===== src/rtl/weights_load_sequencer.sv =====
// Sequences one weight-tile transaction: SRAM -> weights buffer load, wait for the
// buffer to become ready, stream the 2N-1 skewed columns into the array, then report done.
module weights_load_sequencer #(
  parameter int MATRIX_SIZE   = 2,
  parameter int DATA_WIDTH    = 16,
  parameter int ADDR_WIDTH    = 12,
  parameter int READY_TIMEOUT = 64
) (
  input  logic                  clk,
  input  logic                  rstn,
  input  logic                  start,
  input  logic [ADDR_WIDTH-1:0] base_addr,
  output logic                  busy,
  output logic                  done,
  output logic                  err,
  output logic                  mem_rd_en,
  output logic [ADDR_WIDTH-1:0] mem_addr,
  input  logic [DATA_WIDTH-1:0] mem_rd_data,
  output logic [DATA_WIDTH-1:0] wgt_data,
  output logic                  wgt_write,
  input  logic                  buf_data_ready,
  output logic                  buf_stream,
  input  logic                  array_stall,
  output logic                  col_valid,
  output logic [7:0]            col_index
);

  localparam int N     = MATRIX_SIZE;
  localparam int WORDS = N * N;
  localparam int COLS  = 2 * N - 1;
  localparam int LCW   = $clog2(WORDS + 1);
  localparam int SCW   = $clog2(2 * N);
  localparam int TCW   = $clog2(READY_TIMEOUT + 1);

  localparam logic [LCW-1:0] LOAD_LAST = LCW'(WORDS - 1);
  localparam logic [SCW-1:0] COL_LAST  = SCW'(COLS - 1);
  localparam logic [TCW-1:0] TMO_LAST  = TCW'(READY_TIMEOUT - 1);

  typedef enum logic [2:0] {
    IDLE, LOAD, DRAIN, WAIT_READY, STREAM, FLUSH, FINISH
  } state_t;

  state_t                state_q, state_d;
  logic [LCW-1:0]        load_cnt_q, load_cnt_d;
  logic [SCW-1:0]        strm_cnt_q, strm_cnt_d;
  logic [TCW-1:0]        tmo_cnt_q, tmo_cnt_d;
  logic [ADDR_WIDTH-1:0] mem_addr_q, mem_addr_d;
  logic                  busy_q, busy_d;
  logic                  done_q, done_d;
  logic                  err_q, err_d;
  logic                  rd_en_q, rd_en_d;
  logic                  wr_q, wr_d;
  logic                  col_valid_q, col_valid_d;
  logic [7:0]            col_index_q, col_index_d;

  assign buf_stream = ((state_q == STREAM) || (state_q == FLUSH)) && !array_stall;
  assign wgt_data   = mem_rd_data;

  assign busy      = busy_q;
  assign done      = done_q;
  assign err       = err_q;
  assign mem_rd_en = rd_en_q;
  assign mem_addr  = mem_addr_q;
  assign wgt_write = wr_q;
  assign col_valid = col_valid_q;
  assign col_index = col_index_q;

  always_comb begin
    state_d     = state_q;
    load_cnt_d  = load_cnt_q;
    strm_cnt_d  = strm_cnt_q;
    tmo_cnt_d   = tmo_cnt_q;
    mem_addr_d  = mem_addr_q;
    col_index_d = col_index_q;
    col_valid_d = 1'b0;
    err_d       = 1'b0;

    case (state_q)
      IDLE: begin
        if (start) begin
          mem_addr_d = base_addr;
          load_cnt_d = '0;
          state_d    = LOAD;
        end
      end
      LOAD: begin
        mem_addr_d = mem_addr_q + ADDR_WIDTH'(1);
        load_cnt_d = load_cnt_q + LCW'(1);
        if (load_cnt_q == LOAD_LAST) state_d = DRAIN;
      end
      DRAIN: begin
        tmo_cnt_d = '0;
        state_d   = WAIT_READY;
      end
      WAIT_READY: begin
        if (buf_data_ready) begin
          strm_cnt_d = '0;
          state_d    = STREAM;
        end else if (tmo_cnt_q == TMO_LAST) begin
          err_d   = 1'b1;
          state_d = IDLE;
        end else begin
          tmo_cnt_d = tmo_cnt_q + TCW'(1);
        end
      end
      STREAM: begin
        // The column leaves the buffer only on an unstalled cycle, so the index advances with it.
        if (!array_stall) begin
          col_valid_d = 1'b1;
          col_index_d = 8'(strm_cnt_q);
          strm_cnt_d  = strm_cnt_q + SCW'(1);
          if (strm_cnt_q == COL_LAST) state_d = FLUSH;
        end
      end
      FLUSH: begin
        if (!array_stall) state_d = FINISH;
      end
      FINISH: state_d = IDLE;
      default: state_d = IDLE;
    endcase

    rd_en_d = (state_d == LOAD);
    wr_d    = rd_en_q;
    done_d  = (state_d == FINISH);
    // An error cycle still counts as busy even though the FSM is already back in IDLE.
    busy_d  = (state_d != IDLE) || err_d;
  end

  always_ff @(posedge clk or negedge rstn) begin
    if (!rstn) begin
      state_q     <= IDLE;
      load_cnt_q  <= '0;
      strm_cnt_q  <= '0;
      tmo_cnt_q   <= '0;
      mem_addr_q  <= '0;
      busy_q      <= 1'b0;
      done_q      <= 1'b0;
      err_q       <= 1'b0;
      rd_en_q     <= 1'b0;
      wr_q        <= 1'b0;
      col_valid_q <= 1'b0;
      col_index_q <= '0;
    end else begin
      state_q     <= state_d;
      load_cnt_q  <= load_cnt_d;
      strm_cnt_q  <= strm_cnt_d;
      tmo_cnt_q   <= tmo_cnt_d;
      mem_addr_q  <= mem_addr_d;
      busy_q      <= busy_d;
      done_q      <= done_d;
      err_q       <= err_d;
      rd_en_q     <= rd_en_d;
      wr_q        <= wr_d;
      col_valid_q <= col_valid_d;
      col_index_q <= col_index_d;
    end
  end

endmodule


===== config.mk =====
export PLATFORM = sky130hd
export DESIGN_NAME = weights_load_sequencer
export DESIGN_NICKNAME = d
export VERILOG_FILES = /design/src/rtl/weights_load_sequencer.sv
export SDC_FILE = /design/constraint.sdc
export NUM_CORES = 1
export LEC_CHECK = 0
export CELL_PAD_IN_SITES_DETAIL_PLACEMENT = 0
export CELL_PAD_IN_SITES_GLOBAL_PLACEMENT = 1
export CORE_ASPECT_RATIO = 1.5
export CORE_MARGIN = 1
export CORE_UTILIZATION = 29
export CTS_CLUSTER_DIAMETER = 120
export CTS_CLUSTER_SIZE = 28
export DETAILED_ROUTE_END_ITERATION = 10
export GPL_TIMING_DRIVEN = 0
export PLACE_DENSITY_LB_ADDON = 0.1
export SLEW_MARGIN = 20
export SYNTH_ARGS = -nofsm -noshare
export SYNTH_HDL_FRONTEND = slang
export SYNTH_SLANG_ARGS = --single-unit

===== constraint.sdc =====
create_clock -name clk -period 1.5 [get_ports clk]
set_clock_uncertainty 0.1 [all_clocks]
set_input_delay 0.15 -clock clk [delete_from_list [all_inputs] [get_ports clk]]
set_output_delay 0.15 -clock clk [all_outputs]
set_load 0.01 [all_outputs]

==> flow_metrics.env, run 1 <==
export IMPL_outcome="finished, violations left"
export IMPL_failed_checks="negative setup slack"
export IMPL_wl_per_cell_um=14.4
export IMPL_syn_area_per_cell_um2=9.68
export IMPL_setup_worst_path_class="reg -> reg"
export IMPL_io_buffers=52
export IMPL_finish_net_count=344
export IMPL_drive_gt1_frac=0.363
export IMPL_cp_slowest_cell="dfrtp_1"
export IMPL_async_flop_share=1.00
export IMPL_max_clock_freq_mhz=590
export IMPL_coreArea_um2=6580
export IMPL_areaGrowthSynthToFinish_pct=62.3
export IMPL_cts_buffer_depth=2
export IMPL_r2r_end="tmo_cnt_q[5]"
export IMPL_synth_top_area_cell="dfrtp_1"
export IMPL_cpPeakStageDelay_ns=0.43
export IMPL_drtPass1Iterations=4
export IMPL_cp_buffers_inverters=2
export IMPL_die_area_um2=7180
export IMPL_synth_edf_count=0
export IMPL_powerDensity_nw_per_um2=1730
export IMPL_htreeDepth=2
export IMPL_cp_depth=6
export IMPL_gp_congestion=0.752
export IMPL_peakVddDrop_uv=683
export IMPL_syn_area_um2=1980
export IMPL_synth_ff_type="dfrtp_1"
export IMPL_grt_usage=0.156
export IMPL_worstSkewPairLatency_ns=0.28
export IMPL_p_seq_frac=0.286
export IMPL_cts_sinks=35
export IMPL_start_util=0.302
export IMPL_hold_viol_final=0
export IMPL_switchingPower_mw=2.11
export IMPL_drc_errors=0
export IMPL_crit_arrival_ns=1.81
export IMPL_cp_required_ns=1.61
export IMPL_rows=36
export IMPL_tritoncts="yes"
export IMPL_total_power_mw=5.57
export IMPL_drv_cap=0
export IMPL_synth_top_area_share=0.441
export IMPL_p_leak_nw=1.43
export IMPL_hold_path_class="in -> async"
export IMPL_r2r_setup_slack_ns=-0.20
export IMPL_clkTransAtPathRegs_ns=0.07
export IMPL_ys_types=51
export IMPL_ant_nets=0
export IMPL_overflow=0
export IMPL_synth_cells=205
export IMPL_num_vias=1872
export IMPL_postRouteWirelength_mm=5.50
export IMPL_cts_buffers=5
export IMPL_period_needed_ns=1.70
export IMPL_dieWidth_um=69.5
export IMPL_io_pins=76
export IMPL_cp_end_kind="flip-flop"
export IMPL_viasPerCell=4.90
export IMPL_tns_ns=-2.15
export IMPL_grt_pass1_wl_mm=8.78
export IMPL_synthTopCellsByArea="dfrtp_1, buf_4, nor2_1"
export IMPL_critical_path_cell_chain="buf_6, and2b_2, o311ai_4, buf_12, or3_1, a21oi_2"
export IMPL_internal_power_mw=3.46
export IMPL_p_comb_frac=0.598
export IMPL_drtIter0Drc=43
export IMPL_startpoint_type="flip-flop"
export IMPL_antenna_found_initial=0
export IMPL_crit_fanout=6
export IMPL_clock_root_buffer="clkbuf_8"
export IMPL_worst_slack_ns=-0.196
export IMPL_grt_max_degree=30
export IMPL_p_clk_frac=0.116
export IMPL_yosysWarnings=0
export IMPL_cpLargestDelayFamily="simple AND/OR/NAND/NOR gates"
export IMPL_grt_pass1_vias=1818
export IMPL_finalMaxSlewViolations=0
export IMPL_synth_seq_cells=35
export IMPL_swShare=0.378
export IMPL_diodes=0
export IMPL_ys_seq_area_frac=0.441
export IMPL_final_setup_viol_count=23
export IMPL_die_h_um=103
export IMPL_fin_crit_sh=1.13
export IMPL_grt_setup_unrepaired="yes"
export IMPL_rr_startpoint="state_q[2]"
export IMPL_dp_hpwl_mm=3.87
export IMPL_reg2reg_depth=6
==> metal layers <==
layer,part of all wire,global-route usage,wire length [um],up-vias
li1,-,-,-,914
met1,0.37,0.169,2040,905
met2,0.58,0.305,3180,46
met3,0.039,0.0349,213,7
met4,0.010,0.0408,57,0
met5,0,0,0,-
==> layout by cell type, fill, tap and decap left out, types with 4 or more instances in the layout <==
cell	instances
inv_1	4
clkdlybuf4s50_1	43
o21ai_0	4
a21oi_1	8
buf_4	53
nor2_1	16
o21ai_1	5
nand2_1	12
nand3_1	6
nand4_1	4
dlymetal6s2s_1	5
nor3_1	4
buf_6	8
dfrtp_1	30
dfrtp_2	5
conb_1	6
clkbuf_8	5
nand2b_1	4
a31oi_1	5
==> power by group through the flow <==
stage / Sequential (mW) / Combinational, mW / Clock [mW]
final: 1.60 / 3.33 / 0.647
after global routing: 1.66 / 3.64 / 0.720
after CTS: 1.60 / 2.97 / 0.666
after detailed placement: 1.67 / 2.35 / 0
after global placement: 1.66 / 2.34 / 0
after floorplan: 1.69 / 1.38 / 0
==> state kept, by name, indices dropped and copies added (netlist names) <==
| signal | cells |
|---|---|
| busy | 1 |
| col_index | 2 |
| col_valid | 1 |
| done | 1 |
| err | 1 |
| load_cnt_q | 3 |
| mem_addr | 12 |
| mem_rd_en | 1 |
| state_q | 3 |
| strm_cnt_q | 2 |
| tmo_cnt_q | 7 |
| wgt_write | 1 |
==> cells by family (layout without fill, tap and decap cells) <==
kind of cell / count (synthesis) / after routing / share of synthesized area
simple gates: 77 / 77 / 0.214
fa+ha+maj: 5 / 5 / 0.0315
buf+inv: 35 / 131 / 0.113
compound gates: 46 / 46 / 0.167
mux: 3 / 3 / 0.0170
xor+xnor: 3 / 3 / 0.0132
other cells: 1 / 6 / 0.00189
flops: 35 / 35 / 0.441
==> cell usage after synthesis (5+ instances only) <==
library cell  instances
nand2b_1              6
buf_4                22
a21oi_1               9
o21ai_0               5
nand3_1               8
ha_1                  5
o21ai_1               5
nand2_1              13
a31oi_1               5
nor2_1               20
dfrtp_1              35
nor3_1                5
==> how the worst max path moves through the flow <==
stage / startpoint / end / slack [ns]
after floorplan: tmo_cnt_q[0] / busy / -0.06
after global placement: rstn / mem_addr[3] / -0.88
after detailed placement: tmo_cnt_q[0] / busy / -0.33
after CTS: state_q[2] / tmo_cnt_q[5] / -0.20
after global routing: state_q[2] / tmo_cnt_q[5] / -0.23
final: state_q[2] / tmo_cnt_q[5] / -0.20
==> area by class of cell <==
cell class	count	area, um^2
Fill cell	646	3360
Inverter	5	18.8
Multi-Input combinational cell	140	1050
Buffer	29	236
Clock buffer	7	76.3
Sequential cell	35	882
Tap cell	76	95.1
Timing Repair Buffer	90	866
==> stage by stage <==
stage / instance area, um^2 / util / std cells / setup WS, ns / hold WS (ns)
after global routing: 3220 / 0.490 / 382 / -0.232 / 0.155
after CTS: 3030 / 0.461 / 371 / -0.199 / 0.142
after floorplan: 2050 / - / 210 / -0.0621 / -0.246
after detailed placement: 2680 / 0.408 / 339 / -0.326 / -0.0914
final: 3220 / 0.490 / 382 / -0.196 / 0.143
after global placement: 2670 / 0.406 / 338 / -0.875 / 0.261
==> what timing repair did <==
| item | 4_1_cts | 5_1_grt |
|---|---|---|
| pin swaps | 7 | 7 |
| hold buffers | 1 | 0 |
| setup buffers | 25 | 10 |
| cloned | 0 | 2 |
| endpoints found under the hold margin | 35 | 0 |
| resized for setup | 28 | 27 |
| setup endpoints to repair | 39 | 32 |
==> worst register-to-register path: cells and delay by family (launching register included) <==
family                 cells  cell delay, ns
buffers and inverters      2            0.30
AND/OR/NAND/NOR            2            0.55
flip-flops                 1            0.43
AO/OA/AOI/OAI              2            0.25
No activity file was read; power rests on OpenSTA's default activity.
==> run 2, diff against run 1 <==
- CAP_MARGIN: not set -> 10
- SKIP_LAST_GASP: not set -> 1
==> run 2 against run 1 <==
Net effect: the flow still finishes with violations (negative setup slack); non-clock buffer count unchanged; cell count unchanged; wire length about the same; worst setup slack about the same; flip-flop and latch count unchanged; total power down 0.26%; maximum frequency about the same; critical path type unchanged.
==> flow_metrics.env, run 2 (synthesized netlist as in run 1, its figures left out) <==
export IMPL_outcome="finished, violations left"
export IMPL_failed_checks="negative setup slack"
export IMPL_clock_root_buffer="clkbuf_8"
export IMPL_drv_cap=0
export IMPL_final_common_cell="buf_4"
export IMPL_peakVddDrop_uv=683
export IMPL_cp_slowest_cell="dfrtp_1"
export IMPL_grt_usage=0.156
export IMPL_cts_buffer_depth=2
export IMPL_worst_slack_ns=-0.196
export IMPL_hold_path_class="in -> async"
export IMPL_coreArea_um2=6580
export IMPL_worstSkewPairLatency_ns=0.28
export IMPL_io_pins=76
export IMPL_drc_errors=0
export IMPL_cts_sinks=35
export IMPL_die_h_um=103
export IMPL_grt_pass1_wl_mm=8.77
export IMPL_final_cell_mix="buf_4, clkdlybuf4s50_1, dfrtp_1"
export IMPL_largest_reg_flops=12
export IMPL_die_area_um2=7180
export IMPL_grt_pass1_vias=1816
export IMPL_final_setup_viol_count=23
export IMPL_max_clock_freq_mhz=590
export IMPL_diodes=0
export IMPL_rows=36
export IMPL_num_vias=1865
export IMPL_ant_nets=0
export IMPL_finalMaxSlewViolations=0
export IMPL_drtIter0Drc=41
export IMPL_cp_required_ns=1.61
export IMPL_critical_path_cell_chain="buf_6, and2b_2, o311ai_4, buf_12, or3_1, a21oi_2"
export IMPL_clkTransAtPathRegs_ns=0.07
export IMPL_postRouteWirelength_mm=5.50
export IMPL_areaGrowthSynthToFinish_pct=61.9
export IMPL_p_leak_nw=1.43
export IMPL_start_util=0.302
export IMPL_finish_net_count=344
export IMPL_finalNonFillerCells=382
export IMPL_wl_per_cell_um=14.4
export IMPL_grt_max_degree=30
export IMPL_overflow=0
export IMPL_startpoint_type="flip-flop"
export IMPL_tns_ns=-2.12
export IMPL_cpPeakStageDelay_ns=0.43
export IMPL_cts_buffers=5
export IMPL_antenna_found_initial=0
export IMPL_dp_hpwl_mm=3.87
export IMPL_fill_cells=648
export IMPL_crit_arrival_ns=1.81
export IMPL_grt_setup_unrepaired="yes"
export IMPL_io_buffers=52
export IMPL_hold_viol_final=0
export IMPL_fin_crit_sh=1.13
export IMPL_dp_cells=339
export IMPL_powerDensity_nw_per_um2=1730
export IMPL_drtPass1Iterations=4
export IMPL_htreeDepth=2
export IMPL_drive_gt1_frac=0.359
export IMPL_cp_end_kind="flip-flop"
export IMPL_crit_fanout=6
export IMPL_gp_congestion=0.752
export IMPL_tritoncts="yes"
export IMPL_setup_worst_path_class="reg -> reg"
export IMPL_period_needed_ns=1.70
export IMPL_dieWidth_um=69.5
export IMPL_viasPerCell=4.88
[run 2: cell types whose count changed in the layout (fill, tap and decap cells not counted)]
cell	before	now
o21ai_2	1	0
buf_6	8	7
o21ai_1	5	6
buf_4	53	54
[run 2: area by class of cell]
class	instances	area [um^2]	area share
flip-flops and latches	35	882	0.275
well taps	76	95.1	0.0296
inverters	5	18.8	0.00584
repair buffers	90	862	0.268
plain buffers	29	236	0.0736
clock buffers	7	76.3	0.0238
multi-input cells	140	1040	0.324
[run 2: what timing repair did]
item                                    4_1_cts  5_1_grt
buffers inserted                             25       10
gates resized for setup                      25       28
pin swaps                                     7        7
cloned                                        0        2
endpoints found under the hold margin        35        0
hold buffers                                  1        0
endpoints found under the setup margin       39       32
[run 2: stage by stage]
stage | power [mW] | utilization | hold WS (ns) | worst slack, ns | cell area [um^2]
finish | 5.56 | 0.489 | 0.143 | -0.196 | 3210
floorplan | 3.07 | - | -0.246 | -0.0621 | 2050
global route | 6.00 | 0.489 | 0.155 | -0.232 | 3210
detailed placement | 4.02 | 0.408 | -0.0914 | -0.326 | 2680
global placement | 3.99 | 0.406 | 0.261 | -0.875 | 2670
CTS | 5.24 | 0.462 | 0.142 | -0.199 | 3040
[run 2: report_power, final]
part	switching, mW	leakage, nW	total, mW	internal [mW]
sequential	0.297	0.437	1.59	1.30
clock	0.329	0.0383	0.649	0.320
combinational	1.48	0.953	3.32	1.84
total	2.10	1.43	5.56	3.46
[run 2: path summary, 6_finish.rpt]
kind | from | end | slack [ns] | depth (start not counted)
min reg2reg | mem_rd_en | wgt_write | 0.28 | 0
min in group clk | buf_data_ready | err | 0.28 | 2
max reg2reg | state_q[2] | tmo_cnt_q[5] | -0.20 | 6
min | rstn | mem_addr[10] | 0.14 | 2
max | state_q[2] | tmo_cnt_q[5] | -0.20 | 6
max in group asynchronous | rstn | state_q[0] | 0.73 | 3
[run 2: layer usage]
layer / vias to the layer above / track usage / routed length [um]
met5: - / 0 / 0
met4: 0 / 0.0408 / 57
met3: 7 / 0.0349 / 190
met2: 43 / 0.305 / 3170
met1: 899 / 0.168 / 2080
li1: 916 / - / -
[run 2: critical path: cells and delay by family, from the launching register on]
family                 cells  cell delay, ns
AND/OR/NAND/NOR            2            0.55
buffers and inverters      2            0.30
AO/OA/AOI/OAI              2            0.25
flip-flops                 1            0.43
==> run 3, diff against run 2 <==
- CELL_PAD_IN_SITES_DETAIL_PLACEMENT: 0 -> 1
- TNS_END_PERCENT: not set -> 100
==> run 3 against run 2 <==
Net effect: the flow still finishes with violations (negative setup slack); count of clock-buffer cells in the layout is the same; first-iteration DRC count grew 4.9%; utilization shrank 0.15 points; flip-flop and latch count is the same; wire length grew 10%; non-clock buffer count grew 1; worst setup slack gained 0.016 ns; critical path type unchanged.
==> flow_metrics.env, run 3 (synthesized netlist as in run 1, its figures left out) <==
export IMPL_fin_crit_sh=1.12
export IMPL_clock_root_buffer="clkbuf_8"
export IMPL_drtIter0Drc=43
export IMPL_max_clock_freq_mhz=595
export IMPL_io_pins=76
export IMPL_ant_nets=0
export IMPL_final_cell_mix="buf_4, clkdlybuf4s50_1, dfrtp_1"
export IMPL_io_buffers=52
export IMPL_startpoint_type="flip-flop"
export IMPL_switchingPower_mw=2.17
export IMPL_failed_checks="negative setup slack"
export IMPL_dp_hpwl_mm=4.07
export IMPL_met1_length_mm=2.33
export IMPL_cts_buffers=5
export IMPL_overflow=0
export IMPL_worst_slack_ns=-0.180
export IMPL_p_comb_frac=0.601
export IMPL_peakVddDrop_uv=560
export IMPL_die_area_um2=7180
export IMPL_crit_path_start="state_q[2]"
export IMPL_outcome="finished, violations left"
export IMPL_internal_power_mw=3.41
export IMPL_final_common_cell="buf_4"
export IMPL_rows=36
export IMPL_powerDensity_nw_per_um2=1740
export IMPL_p_leak_nw=1.41
export IMPL_drtPass1Iterations=4
export IMPL_hold_path_class="in -> async"
export IMPL_postRouteWirelength_mm=6.07
export IMPL_num_vias=1884
export IMPL_placed_area_um2=2680
export IMPL_antenna_found_initial=0
export IMPL_drc_errors=0
export IMPL_cp_required_ns=1.61
export IMPL_setup_worst_path_class="reg -> reg"
export IMPL_dr_wl_met2_mm=3.50
export IMPL_period_needed_ns=1.68
export IMPL_final_cell_area_um2=3200
export IMPL_worstSkewPairLatency_ns=0.29
export IMPL_rr_startpoint="state_q[2]"
export IMPL_crit_fanout=6
export IMPL_grt_pass1_wl_mm=9.18
export IMPL_htreeDepth=2
export IMPL_r2r_setup_slack_ns=-0.18
export IMPL_coreArea_um2=6580
export IMPL_finalMaxSlewViolations=0
export IMPL_grt_setup_unrepaired="yes"
export IMPL_grt_max_degree=30
export IMPL_cts_buffer_depth=2
export IMPL_fill_cells=744
export IMPL_viasPerCell=4.92
export IMPL_final_setup_viol_count=23
export IMPL_wl_per_cell_um=15.8
export IMPL_r2r_end="tmo_cnt_q[5]"
export IMPL_swShare=0.389
export IMPL_drive_gt1_frac=0.371
export IMPL_crit_arrival_ns=1.79
export IMPL_grt_pass1_vias=1904
export IMPL_die_h_um=103
export IMPL_critPathCapture="tmo_cnt_q[5]"
export IMPL_cp_end_kind="flip-flop"
export IMPL_largest_reg_flops=12
export IMPL_finish_net_count=345
export IMPL_tritoncts="yes"
export IMPL_holdWs_ns=0.131
export IMPL_p_clk_frac=0.116
export IMPL_areaGrowthSynthToFinish_pct=61.4
export IMPL_p_seq_frac=0.283
export IMPL_reg2reg_depth=6
export IMPL_top_layer_used="met4"
export IMPL_grt_usage=0.165
export IMPL_start_util=0.302
export IMPL_wl_met3_um=176
export IMPL_drv_cap=0
export IMPL_hold_viol_final=0
export IMPL_cts_sinks=35
export IMPL_clkTransAtPathRegs_ns=0.07
export IMPL_gp_congestion=0.752
export IMPL_dieWidth_um=69.5
export IMPL_diodes=0
run 3: cell types whose count changed in the layout (fill, tap and decap cells not counted), sizes merged:
cell / delta
buf: +1
dlygate4sd2: +1
dlymetal6s2s: -1
run 3: repair_timing:
action,CTS,global route
endpoints found under the hold margin,35,0
gates resized for setup,21,35
hold buffers,1,0
pin swaps,3,14
cloned,0,1
setup endpoints to repair,40,34
buffers inserted,24,13
run 3: cell type report:
type / count / area [um^2] / area share
inverters: 5 / 18.8 / 0.00586
repair buffers: 91 / 843 / 0.263
clock buffers: 7 / 76.3 / 0.0238
well taps: 76 / 95.1 / 0.0297
multi-input cells: 140 / 1050 / 0.329
plain buffers: 29 / 235 / 0.0734
flip-flops and latches: 35 / 882 / 0.275
run 3: layer usage:
layer | GRT usage | up-vias
li1 | - | 912
met1 | 0.171 | 930
met2 | 0.332 | 37
met3 | 0.0310 | 5
met4 | 0.0518 | 0
met5 | 0 | -
run 3: worst min path at each step:
| stage | startpoint | end | slack, ns | depth (start not counted) |
|---|---|---|---|---|
| 4_1_cts | rstn | mem_addr[10] | 0.13 | 2 |
| 3_3_place_gp | mem_rd_en | wgt_write | 0.26 | 0 |
| 6_report | rstn | mem_addr[10] | 0.13 | 2 |
| 2_1_floorplan | rstn | busy | -0.25 | 0 |
| 3_5_place_dp | rstn | mem_addr[10] | -0.09 | 1 |
| 5_1_grt | rstn | mem_addr[10] | 0.14 | 2 |
run 3: critical path, stage by stage, from the launching register on:
cell and delay (ns):
dfrtp_2 0.42, buf_6 0.14, and2b_2 0.24, o311ai_4 0.11, buf_6 0.15, or3_4 0.32, a21oi_2 0.13
run 3: per-stage QoR:
stage / worst slack (ns) / power, mW / instances / util / setup TNS, ns
after floorplan: -0.0621 / 3.07 / 210 / - / -0.161
after global placement: -0.875 / 3.99 / 338 / 0.406 / -31.47
after detailed placement: -0.343 / 4.04 / 339 / 0.408 / -5.73
after CTS: -0.182 / 5.21 / 370 / 0.457 / -2.43
after global routing: -0.241 / 6.00 / 383 / 0.487 / -3.87
final: -0.180 / 5.58 / 383 / 0.487 / -2.00
run 3: power by group through the flow:
stage          Combinational [mW]  Clock (mW)  Sequential, mW
6_report                     3.35       0.650            1.58
2_1_floorplan                1.38           0            1.69
3_5_place_dp                 2.37           0            1.67
5_1_grt                      3.64       0.725            1.63
3_3_place_gp                 2.34           0            1.66
4_1_cts                      2.94       0.682            1.58
==> variant: new RTL, settings of run 2 <==
Remove the register `err_q`: a continuous assignment takes its place, so the output `err` follows one clock earlier.
--- a/src/rtl/weights_load_sequencer.sv
+++ b/src/rtl/weights_load_sequencer.sv
@@ -137,3 +137,2 @@
       done_q      <= 1'b0;
-      err_q       <= 1'b0;
       rd_en_q     <= 1'b0;
@@ -150,3 +149,2 @@
       done_q      <= done_d;
-      err_q       <= err_d;
       rd_en_q     <= rd_en_d;
@@ -158,2 +156,4 @@
 
+  assign err_q = err_d;
+
 endmodule
Function: no difference found for any inputs over 10 cycles, from zero or initial values and one cycle with rstn low; that may be too few to reach the edited logic, so the function may still have changed.
==> variant against run 2 <==
  * The run still ends with negative setup slack left
  * Utilization is 3.5 points higher
  * Cell area is 6.5% higher
  * Combinational power is 15% higher
  * Global-route usage is 0.52 points higher
  * Area after synthesis down 1.3%
  * Routed wire length increased by 5.3%
  * Power rose by 9.3%
  * Sequential cell count decreased by 1
  * Worst setup slack got worse by 0.040 ns
  * Critical endpoint is now tmo_cnt_q[3]
==> variant: results (changes against run 2) <==
\begin{tabular}{lr}
\hline
Metric & Value \\
\hline
\multicolumn{2}{l}{\textbf{Run status}} \\
Run status & finished, violations left (unchanged) \\
Violated checks & negative setup slack (unchanged) \\
\multicolumn{2}{l}{\textbf{Layout}} \\
CLK BUF & 6 (was 7) \\
Clock-cell share of area & 2.78\% (was 2.38\%) \\
Final-stage net count & 360 (was 344) \\
FF+latch area & 856 um\^{}2 (was 882 um\^{}2) \\
\multicolumn{2}{l}{\textbf{STA}} \\
Minimum setup slack in the final design & -0.236 ns (was -0.196 ns) \\
Setup TNS Final & -3.67 ns (was -2.12 ns) \\
Number of endpoints failing setup at the final stage & 29 (was 23) \\
\multicolumn{2}{l}{\textbf{Setup path}} \\
Destination of the worst register-to-register timing path & tmo\_cnt\_q[3] (was tmo\_cnt\_q[5]) \\
Arrival time at the worst endpoint & 1.85 ns (was 1.81 ns) \\
Depth of the worst register-to-register path & 7 (was 6) \\
Maximum net fanout on the critical path & 7 (was 6) \\
\multicolumn{2}{l}{\textbf{Synth}} \\
Biggest area contributors in the synthesized netlist & sky130\_fd\_sc\_hd\_\_dfrtp\_1 (43\%), sky130\_fd\_sc\_hd\_\_buf\_4 (8.4\%), sky130\_fd\_sc\_hd\_\_nor2\_1 (3.8\%) (was sky130\_fd\_sc\_hd\_\_dfrtp\_1 (44\%), sky130\_fd\_sc\_hd\_\_buf\_4 (8.3\%), sky130\_fd\_sc\_hd\_\_nor2\_1 (3.8\%)) \\
Mux contribution to synthesized area & 1.72\% (was 1.70\%) \\
Sequential element share of the synthesized area & 43.4\% (was 44.1\%) \\
Top post-synthesis cells by count & sky130\_fd\_sc\_hd\_\_dfrtp\_1 (34), sky130\_fd\_sc\_hd\_\_buf\_4 (22), sky130\_fd\_sc\_hd\_\_nor2\_1 (20), sky130\_fd\_sc\_hd\_\_nand2\_1 (13), sky130\_fd\_sc\_hd\_\_a21oi\_1 (9) (was sky130\_fd\_sc\_hd\_\_dfrtp\_1 (35), sky130\_fd\_sc\_hd\_\_buf\_4 (22), sky130\_fd\_sc\_hd\_\_nor2\_1 (20), sky130\_fd\_sc\_hd\_\_nand2\_1 (13), sky130\_fd\_sc\_hd\_\_a21oi\_1 (9)) \\
\multicolumn{2}{l}{\textbf{Power}} \\
Power drawn by the sequential cells & 1.51 mW (was 1.59 mW) \\
Switching power share of the total & 38.1\% (was 37.8\%) \\
\multicolumn{2}{l}{\textbf{Detailed routing}} \\
Initial drt markers & 91 (was 41) \\
\multicolumn{2}{l}{\textbf{Clock network}} \\
Post-CTS setup buffers & 40 (was 25) \\
Resized Gates After CTS & 45 (was 25) \\
Clock Sink Count & 34 (was 35) \\
\multicolumn{2}{l}{\textbf{GRT}} \\
Total GRT Usage & 16.1\% (was 15.6\%) \\
Wire length of the first global-routing pass & 8890 um (was 8770 um) \\
\multicolumn{2}{l}{\textbf{Placed design}} \\
Final Wtd Congestion & 0.745 (was 0.752) \\
\hline
\end{tabular}
## variant: changes by cell type after synthesis, sizes merged
cell	before	now
dfrtp	35	34
## variant: worst max-delay path by stage
stage | end | depth (start not counted)
finish | tmo_cnt_q[3] | 7
global route | err | 5
CTS | err | 5
detailed placement | err | 5
global placement | mem_addr[3] | 1
floorplan | busy | 5
## variant: critical path, delay by kind of cell, from the launching register on
kind	cells	cell delay, ns
compound gates	2	0.25
buf+inv	3	0.40
flops	1	0.39
simple gates	2	0.53
## variant: metal layers
metal	wire length [um]	vias up
met5	0	-
met4	117	0
met3	220	6
met2	3080	55
met1	2370	922
li1	-	949
## variant: stage by stage
stage	utilization [%]	power (mW)	instance area, um^2	cells
2_1_floorplan	-	3.01	2010	209
3_3_place_gp	40.3	3.93	2630	337
3_5_place_dp	40.5	3.96	2650	338
4_1_cts	48.6	5.63	3170	387
5_1_grt	52.4	6.50	3420	399
6_report	52.4	6.08	3420	399
